`src/rtl/skew_feeder.sv`:
```
// Input FIFO plus per-row skew chains feeding the west edge of a systolic array.
// Row r of a popped vector appears r+2 cycles after its pop; in_ready = FIFO not full. Optional SKEW_FEEDER_CNT_EN adds vec_count.
module skew_feeder #(
   parameter int ROWS       = 2,
   parameter int DATA_WIDTH = 16,
   parameter int FIFO_DEPTH = 4
) (
   input  logic                       clk,
   input  logic                       rst,
   input  logic [ROWS*DATA_WIDTH-1:0] in_data,
   input  logic                       in_valid,
   output logic                       in_ready,
   input  logic                       in_last,
   input  logic                       in_switch,
   output logic [ROWS*DATA_WIDTH-1:0] out_data,
   output logic [ROWS-1:0]            out_valid,
   output logic [ROWS-1:0]            out_switch,
   output logic                       busy,
   output logic                       done
`ifdef SKEW_FEEDER_CNT_EN
   ,
   output logic [15:0]                vec_count
`endif
);

   localparam int AW   = $clog2(FIFO_DEPTH);
   localparam int CNTW = $clog2(ROWS + 1);

   typedef struct packed {
      logic [ROWS*DATA_WIDTH-1:0] dat;
      logic                       last;
      logic                       sw;
   } entry_t;

   typedef enum logic [1:0] {IDLE, STREAM, DRAIN} state_t;

   entry_t        mem_q [FIFO_DEPTH];
   logic [AW-1:0] wr_ptr_q, rd_ptr_q;
   logic [AW:0]   occ_q;
   logic          fifo_full, fifo_empty;
   logic          push, pop;
   entry_t        head, wr_entry;

   state_t          state_q, state_d;
   logic [CNTW-1:0] cnt_q, cnt_d;
   logic            done_d, done_q;

   logic                       p_vld_q, p_sw_q;
   logic [ROWS*DATA_WIDTH-1:0] p_dat_q;

   // ---------------- input FIFO ----------------
   assign fifo_full  = (occ_q == (AW+1)'(FIFO_DEPTH));
   assign fifo_empty = (occ_q == '0);
   assign in_ready   = ~rst & ~fifo_full;
   assign push       = in_valid & in_ready;
   assign head       = mem_q[rd_ptr_q];

   always_comb begin
      wr_entry      = '0;
      wr_entry.dat  = in_data;
      wr_entry.last = in_last;
      wr_entry.sw   = in_switch;
   end

   always_ff @(posedge clk) begin
      if (push) begin
         mem_q[wr_ptr_q] <= wr_entry;
      end
   end

   always_ff @(posedge clk or posedge rst) begin
      if (rst) begin
         wr_ptr_q <= '0;
         rd_ptr_q <= '0;
         occ_q    <= '0;
      end else begin
         if (push) wr_ptr_q <= wr_ptr_q + 1'b1;
         if (pop)  rd_ptr_q <= rd_ptr_q + 1'b1;
         case ({push, pop})
            2'b10:   occ_q <= occ_q + 1'b1;
            2'b01:   occ_q <= occ_q - 1'b1;
            default: occ_q <= occ_q;
         endcase
      end
   end

   // ---------------- control FSM ----------------
   always_ff @(posedge clk or posedge rst) begin
      if (rst) begin
         state_q <= IDLE;
         cnt_q   <= '0;
         done_q  <= 1'b0;
      end else begin
         state_q <= state_d;
         cnt_q   <= cnt_d;
         done_q  <= done_d;
      end
   end

   always_comb begin
      state_d = state_q;
      cnt_d   = cnt_q;
      case (state_q)
         IDLE, STREAM: begin
            if (!fifo_empty) begin
               if (head.last) begin
                  state_d = DRAIN;
                  cnt_d   = CNTW'(ROWS);
               end else begin
                  state_d = STREAM;
               end
            end
         end
         DRAIN: begin
            if (cnt_q == '0) begin
               state_d = IDLE;
            end else begin
               cnt_d = cnt_q - 1'b1;
            end
         end
         default: state_d = IDLE;
      endcase
   end

   always_comb begin
      pop    = (state_q != DRAIN) && !fifo_empty;
      busy   = (state_q != IDLE);
      done_d = (state_q == DRAIN) && (cnt_q == '0);
   end

   assign done = done_q;

   // ---------------- pop stage and per-row skew ----------------
   always_ff @(posedge clk or posedge rst) begin
      if (rst) begin
         p_vld_q <= 1'b0;
         p_sw_q  <= 1'b0;
         p_dat_q <= '0;
      end else begin
         p_vld_q <= pop;
         p_sw_q  <= pop & head.sw;
         p_dat_q <= pop ? head.dat : '0;
      end
   end

   for (genvar r = 0; r < ROWS; r++) begin : g_row
      logic [DATA_WIDTH-1:0] dat_q [r+1];
      logic [r:0]            vld_q, sw_q;

      // Row r is r stages deeper than row 0, so bubbles keep the skew intact.
      always_ff @(posedge clk or posedge rst) begin
         if (rst) begin
            for (int k = 0; k <= r; k++) dat_q[k] <= '0;
            vld_q <= '0;
            sw_q  <= '0;
         end else begin
            dat_q[0] <= p_dat_q[r*DATA_WIDTH +: DATA_WIDTH];
            vld_q[0] <= p_vld_q;
            sw_q[0]  <= p_sw_q;
            for (int k = 1; k <= r; k++) begin
               dat_q[k] <= dat_q[k-1];
               vld_q[k] <= vld_q[k-1];
               sw_q[k]  <= sw_q[k-1];
            end
         end
      end

      assign out_data[r*DATA_WIDTH +: DATA_WIDTH] = dat_q[r];
      assign out_valid[r]                         = vld_q[r];
      assign out_switch[r]                        = sw_q[r];
   end

`ifdef SKEW_FEEDER_CNT_EN
   logic [15:0] vcnt_q;

   always_ff @(posedge clk or posedge rst) begin
      if (rst) begin
         vcnt_q <= '0;
      end else if (pop) begin
         vcnt_q <= vcnt_q + 16'd1;
      end
   end

   assign vec_count = vcnt_q;
`endif

endmodule
```
`config.mk`:
```
export PLATFORM = sky130hd
export DESIGN_NAME = skew_feeder
export DESIGN_NICKNAME = d
export VERILOG_FILES = /design/src/rtl/skew_feeder.sv
export SDC_FILE = /design/constraint.sdc
export NUM_CORES = 1
export LEC_CHECK = 0
export BUFFER_PORTS_ARGS = -buffer_cell sky130_fd_sc_hd__buf_4
export CORE_MARGIN = 8
export CORE_UTILIZATION = 30
export CTS_BUF_LIST = sky130_fd_sc_hd__clkbuf_2
export DETAILED_ROUTE_END_ITERATION = 8
export SLEW_MARGIN = 0
export SYNTH_ARGS = -nofsm -noshare
export SYNTH_HDL_FRONTEND = slang
export SYNTH_SLANG_ARGS = --single-unit
```
`constraint.sdc`:
```
create_clock -name clk -period 3.6 [get_ports clk]
set_clock_uncertainty 0.1 [all_clocks]
set_input_delay 0.54 -clock clk [delete_from_list [all_inputs] [get_ports clk]]
set_output_delay 0.54 -clock clk [all_outputs]
set_load 0.05 [all_outputs]
```
**Word-level counts from Yosys, hierarchy flattened**

Memories as Yosys holds them, arrays and structs flattened.
Index checks and enable logic that the tools add are counted.

- Bits in registers: 100
- Bits in writable memories: 136
- Word-level logic and storage cells: 61
- Memories: 1

Memories:

| name | words | width | read ports | clocked after memory_dff | wr ports | RTL line | RTL |
|---|---|---|---|---|---|---|---|
| mem_q | 4 | 34 | 1 | 0 | 1 | 37 | `entry_t mem_q [FIFO_DEPTH];` |

- Add/sub/neg operators: 5
- Equality and inequality tests: 10
- Multiplexer cells: 12
- Bitwise operators: 5
- Reductions and logical operators: 12

Operators by type and width:

| operator | count |
|---|---|
| $mux 32 | 1 |
| $mux 2 | 6 |
| $ne 2x2->1 const B | 5 |
| $pmux 2 s2 | 2 |
| $pmux 3 s2 | 1 |
| $reduce_bool 2->1 | 3 |
| $add 2x1->2 const B | 2 |
| $eq 2x1->1 const B | 2 |
| $eq 2x2->1 const B | 2 |
| $logic_not 2->1 | 2 |
| $reduce_and 4->1 | 1 |
| $add 3x1->3 const B | 1 |
| $and 1x1->1 | 3 |
| $eq 3x3->1 const B | 1 |
| $logic_not 3->1 | 1 |
| $sub 3x1->3 const B | 1 |
| $logic_and 1x1->1 | 2 |
| $mux 1 | 2 |
| $not 1->1 | 2 |
| $reduce_and 2->1 | 1 |
| $reduce_or 2->1 | 1 |
| $sub 2x1->2 const B | 1 |
| $logic_not 1->1 | 1 |

**Depth between registers and ports, before layout**

- Depth after elaboration: 6
- Mapped depth: 10
- Mapped depth without buffers: 9

**Worst setup path after synthesis**

Ideal clock, no wire load.

- Path type: input port to flip-flop
- Start point: input port in_valid
- End point: memory mem_q[0][0] (netlist bit), enable pin
- Data arrival time: 1.824 ns
- Required time: 3.106 ns
- Setup slack: 1.281 ns
- Stages on the path: 3
- Path through: inv_1 > a211oi_2 > and2_1

- Cells in the longest elaborated chain, start to end: 3

RTL lines:

| item | RTL line | RTL |
|---|---|---|
| from (decl) | 11 | `input logic in_valid,` |
| $and 1x1->1 | 55 | `assign push = in_valid & in_ready;` |
| $mux 1 | 66 | `if (push) begin` |
| $mux 1 (implied by the code) | 67 | `mem_q[wr_ptr_q] <= wr_entry;` |
| to (decl) | 37 |  |

Every way passes these cells.

**Worst setup path in the final report**

- Start point: register occ_q[1]
- End point: register occ_q[1]

- Elaborated cells between the ends (all ways): 13
- Those cells by class: add/sub (2); eq/ne (3); mux (1); bitwise (3); reduce/logical (4)

RTL lines:

| item | RTL line | RTL |
|---|---|---|
| from (decl) | 39 | `logic [AW:0] occ_q;` |
| from (signal assigned) | 80 | `2'b10: occ_q <= occ_q + 1'b1;` |
| from (signal assigned) | 81 | `2'b01: occ_q <= occ_q - 1'b1;` |
| from (signal assigned) | 82 | `default: occ_q <= occ_q;` |
| $logic_not 3->1 * | 53 | `assign fifo_empty = (occ_q == '0);` |
| $logic_not 1->1 * | 126 | `pop = (state_q != DRAIN) && !fifo_empty;` |
| $logic_and 1x1->1 * | 126 |  |
| via pop | 41 | `logic push, pop;` |
| $eq 2x1->1 or $eq 2x2->1 (tied branches) | 79 | `case ({push, pop})` |
| $pmux 3 s2 or $reduce_bool 2->1 (tied branches) | n/a |  |

The timed path passes the listed nets; every way through them passes the cells marked *.
A chain may end at the register's enable or synchronous reset.

==> reports/qor.csv <==
stage;metric;value;unit
setup_path;CP Max Fanout;38;
placed_design;pre-CTS setup slack;1.03;ns
sta;Slew @ Worst Pin;0.941;ns
outcome;outcome;completed;
cts;Inserted Clock Buffers;59;
setup_path;Crit path buffers/inverters;2;
hold_path;Hold Path Depth;0;
yosys;Netlist cell types;31;
yosys;synthesized area;8140;um^2
placed_design;IO Port Bufs;75;
cts;Root Driver;clkbuf_2;
cts;clk slew on worst S/H paths;0.11;ns
detailed_routing;routed wire length;14.9;mm
finish;Fillers;2494;
finish;commonest non-fill, non-tap cell in the layout;edfxtp_1;
yosys;syn nets;431;
yosys;#FFs+latches synth;234;
yosys;Post-synth EDFFs;136;
die;Die Height;181;um
cts;clock latency on the worst-skew pair;0.79;ns
pwr;Peak VDD IR;0.357;mV
sta;final setup vio count;0;
placed_design;GP Congestion;0.640;
yosys;sequential area share after synthesis;80.3;%
setup_path;CP dominant cell by count;inv_1;
setup_path;WP data arrival;3.13;ns
setup_path;Critical-path top delay cell;or3_2;
yosys;Synth Flop Type;edfxtp_1;
detailed_routing;Via density;4.20;
sta;Fin. Hold Viols;0;
die;Core ar.;26800;um^2
finish;share of layout cells above drive strength 1;38.4;%
setup_path;required time worst endpoint;4.15;ns
detailed_routing;top sig layer;met4;
sta;Final Slew Violations;0;
yosys;Post-Syn Area per Cell;21.0;um^2
hold_path;worst hold-check path type;reg -> reg;
hold_path;Worst Hold Path EP;g_row[1].dat_q[18];
pwr;Leakage;4.04;nW
job;Max-cap violations;0;
finish;Synth-to-Final Area Change;21.1;%
setup_path;CP delay by family, top;simple AND/OR/NAND/NOR gates;
placed_design;DP HPWL;9.02;mm
global_routing;vias in the first global route;4497;
global_routing;global-route wire length before repair;23.9;mm
setup_path;cell depth of the worst flop-to-flop path;7;
sta;Slew HR;37.3;%
global_routing;gr ovfl total;0;
setup_path;CP Cell Sequence;or3_2 > nand2_1 > inv_1 > ha_1 > inv_1 > fa_1 > o21ai_0;
detailed_routing;DR vias;3867;
detailed_routing;post-route ant nets;0;
yosys;Async SR Flop Fraction;41.9;%
yosys;top post-synthesis cells by area;edfxtp_1 50%, dfrtp_1 30%, mux4_2 8.0%;
setup_path;startpoint types;register;
setup_path;CP Capture Type;register;
setup_path;RR Endpoint;occ_q[1];
die;chip width;181;um
sta;setup TNS;0;ns
global_routing;largest net degree at the start of global routing;63;
finish;Nets;572;
cts;Max Buffers Root-to-Sink;3;
cts;Post-CTS Setup Inserts;0;
die;Die ar.;32700;um^2
setup_path;worst setup path category;reg -> reg;
sta;Max Freq;388;MHz
pwr;total power;8.00;mW
sta;fin crit period;2.58;ns
detailed_routing;drc violations;0;
detailed_routing;routed wl met3;704;um
setup_path;reg-to-reg critical path startpoint;occ_q[1];
detailed_routing;wire per inst;16.2;um
detailed_routing;Met2 Wirelength;7.37;mm
finish;commonest non-fill, non-tap cells in the layout;136 x edfxtp_1, 96 x clkbuf_2, 96 x dfrtp_1, 77 x buf_4, 36 x dlygate4sd3_1;
cts;CTS tree;done;
die;io pins;76;
sta;setup repair after global routing missed its margin;false;
yosys;Synth Warn #;0;
global_routing;GRT Total Usage;9.27;%
die;row cnt;60;
cts;H-tree Lvls;2;
setup_path;flop-to-flop setup slack;1.02;ns
yosys;leading area contributor after synthesis;edfxtp_1;
global_routing;initial antenna violation count;1;
die;initial core utilization;30.4;%
setup_path;Max stage delay on crit path;0.81;ns
pwr;Pwr Density;811;nW/um^2
detailed_routing;Metal-1 WL;6.64;mm
sta;fin crit share;71.6;%
hold_path;Hold Path Origin;p_dat_q[18];
yosys;Post-Synthesis Cells;387;
detailed_routing;first-pass iteration count of the detailed router;4;
detailed_routing;Detailed Route Iter0 Violations;192;
sta;worst setup margin;1.02;ns
yosys;post-synth top area share;50.2;%
cts;Clock Sinks;234;
[logic make-up (layout without fill, tap and decap cells)]
group,Yosys count,count (layout),synth area share [%]
multiplexers,35,35,9.78
buffers and inverters,46,237,3.72
AND/OR/NAND/NOR,53,53,3.83
flip-flops,234,234,80.3
XOR/XNOR,6,6,0.646
AO/OA/AOI/OAI,6,6,0.553
adder cells (fa/ha/maj),7,7,1.17
other,0,1,0
[worst reg2reg max path, delay by kind of cell (launching register included)]
family / cells / cell delay, ns
and+or+nand+nor: 2 / 1.02
adders and majority gates: 2 / 0.63
DFF: 1 / 0.41
AOI/OAI and AO/OA: 1 / 0.17
buffers and inverters: 2 / 0.15
[layer usage]
metal,up-vias,GRT usage [%]
met1,1973,11.2
met3,25,3.11
met4,0,3.47
li1,1769,-
met5,-,0
met2,100,15.3
[worst max path at each step]
stage | from | endpoint | slack, ns | cells past startpoint
2_1_floorplan | rst | cnt_q[0] | 0.40 | 1
3_3_place_gp | occ_q[1] | occ_q[2] | 1.10 | 9
3_5_place_dp | occ_q[1] | occ_q[1] | 1.03 | 7
4_1_cts | occ_q[1] | occ_q[1] | 0.99 | 7
5_1_grt | occ_q[2] | occ_q[2] | 0.82 | 9
6_report | occ_q[1] | occ_q[1] | 1.02 | 7
[layout make-up]
cell class | instances | area [um^2] | area share [%]
Sequential cell | 234 | 6540 | 66.3
Multi-Input combinational cell | 107 | 1310 | 13.3
Timing Repair Buffer | 114 | 958 | 9.72
Clock buffer | 96 | 480 | 4.87
Tap cell | 341 | 427 | 4.33
Clock inverter | 15 | 95.1 | 0.965
Inverter | 12 | 47.5 | 0.482
Antenna cell | 1 | 2.50 | 0.0254
[registers in the layout (all words and copies together) (netlist names)]
| signal | count |
|---|---|
| g_row.vld_q | 2 |
| p_dat_q | 32 |
| done | 1 |
| p_vld_q | 1 |
| occ_q | 3 |
| mem_q | 136 |
| rd_ptr_q | 2 |
| wr_ptr_q | 2 |
| g_row.sw_q | 2 |
| g_row.dat_q | 32 |
| p_sw_q | 1 |
| cnt_q | 2 |
| state_q | 2 |
| out_data | 16 |
[metrics by stage]
step,cells,utilization (%),instance area (um^2),hold WS [ns]
floorplan,387,-,8140,0.231
global placement,772,33.3,8920,0.234
detailed placement,772,33.3,8920,0.235
CTS,919,36.8,9860,0.238
global route,920,36.8,9860,0.238
finish,920,36.8,9860,0.237
[synth_stat cells (2+ instances only)]
cell type / n
edfxtp_1: 136
dfrtp_1: 98
and3_1: 33
mux4_2: 29
buf_4: 18
inv_1: 12
clkbuf_1: 7
ha_1: 6
and2_1: 5
buf_2: 5
mux4_1: 5
nor2_1: 5
nand2_1: 4
xnor2_1: 4
buf_12: 3
xor2_1: 2
[power by group]
group / switching, mW / total, mW / internal, mW
sequential: 0.362 / 3.88 / 3.51
clock: 1.00 / 1.78 / 0.780
combinational: 1.38 / 2.34 / 0.959
total: 2.75 / 8.00 / 5.25
[repair_timing]
action / in CTS / in global routing
hold buffers: 36 / 0
endpoints found under the hold margin: 198 / 0
resized for setup: 0 / 0
Note: power is estimated with default switching activity, not from simulation.
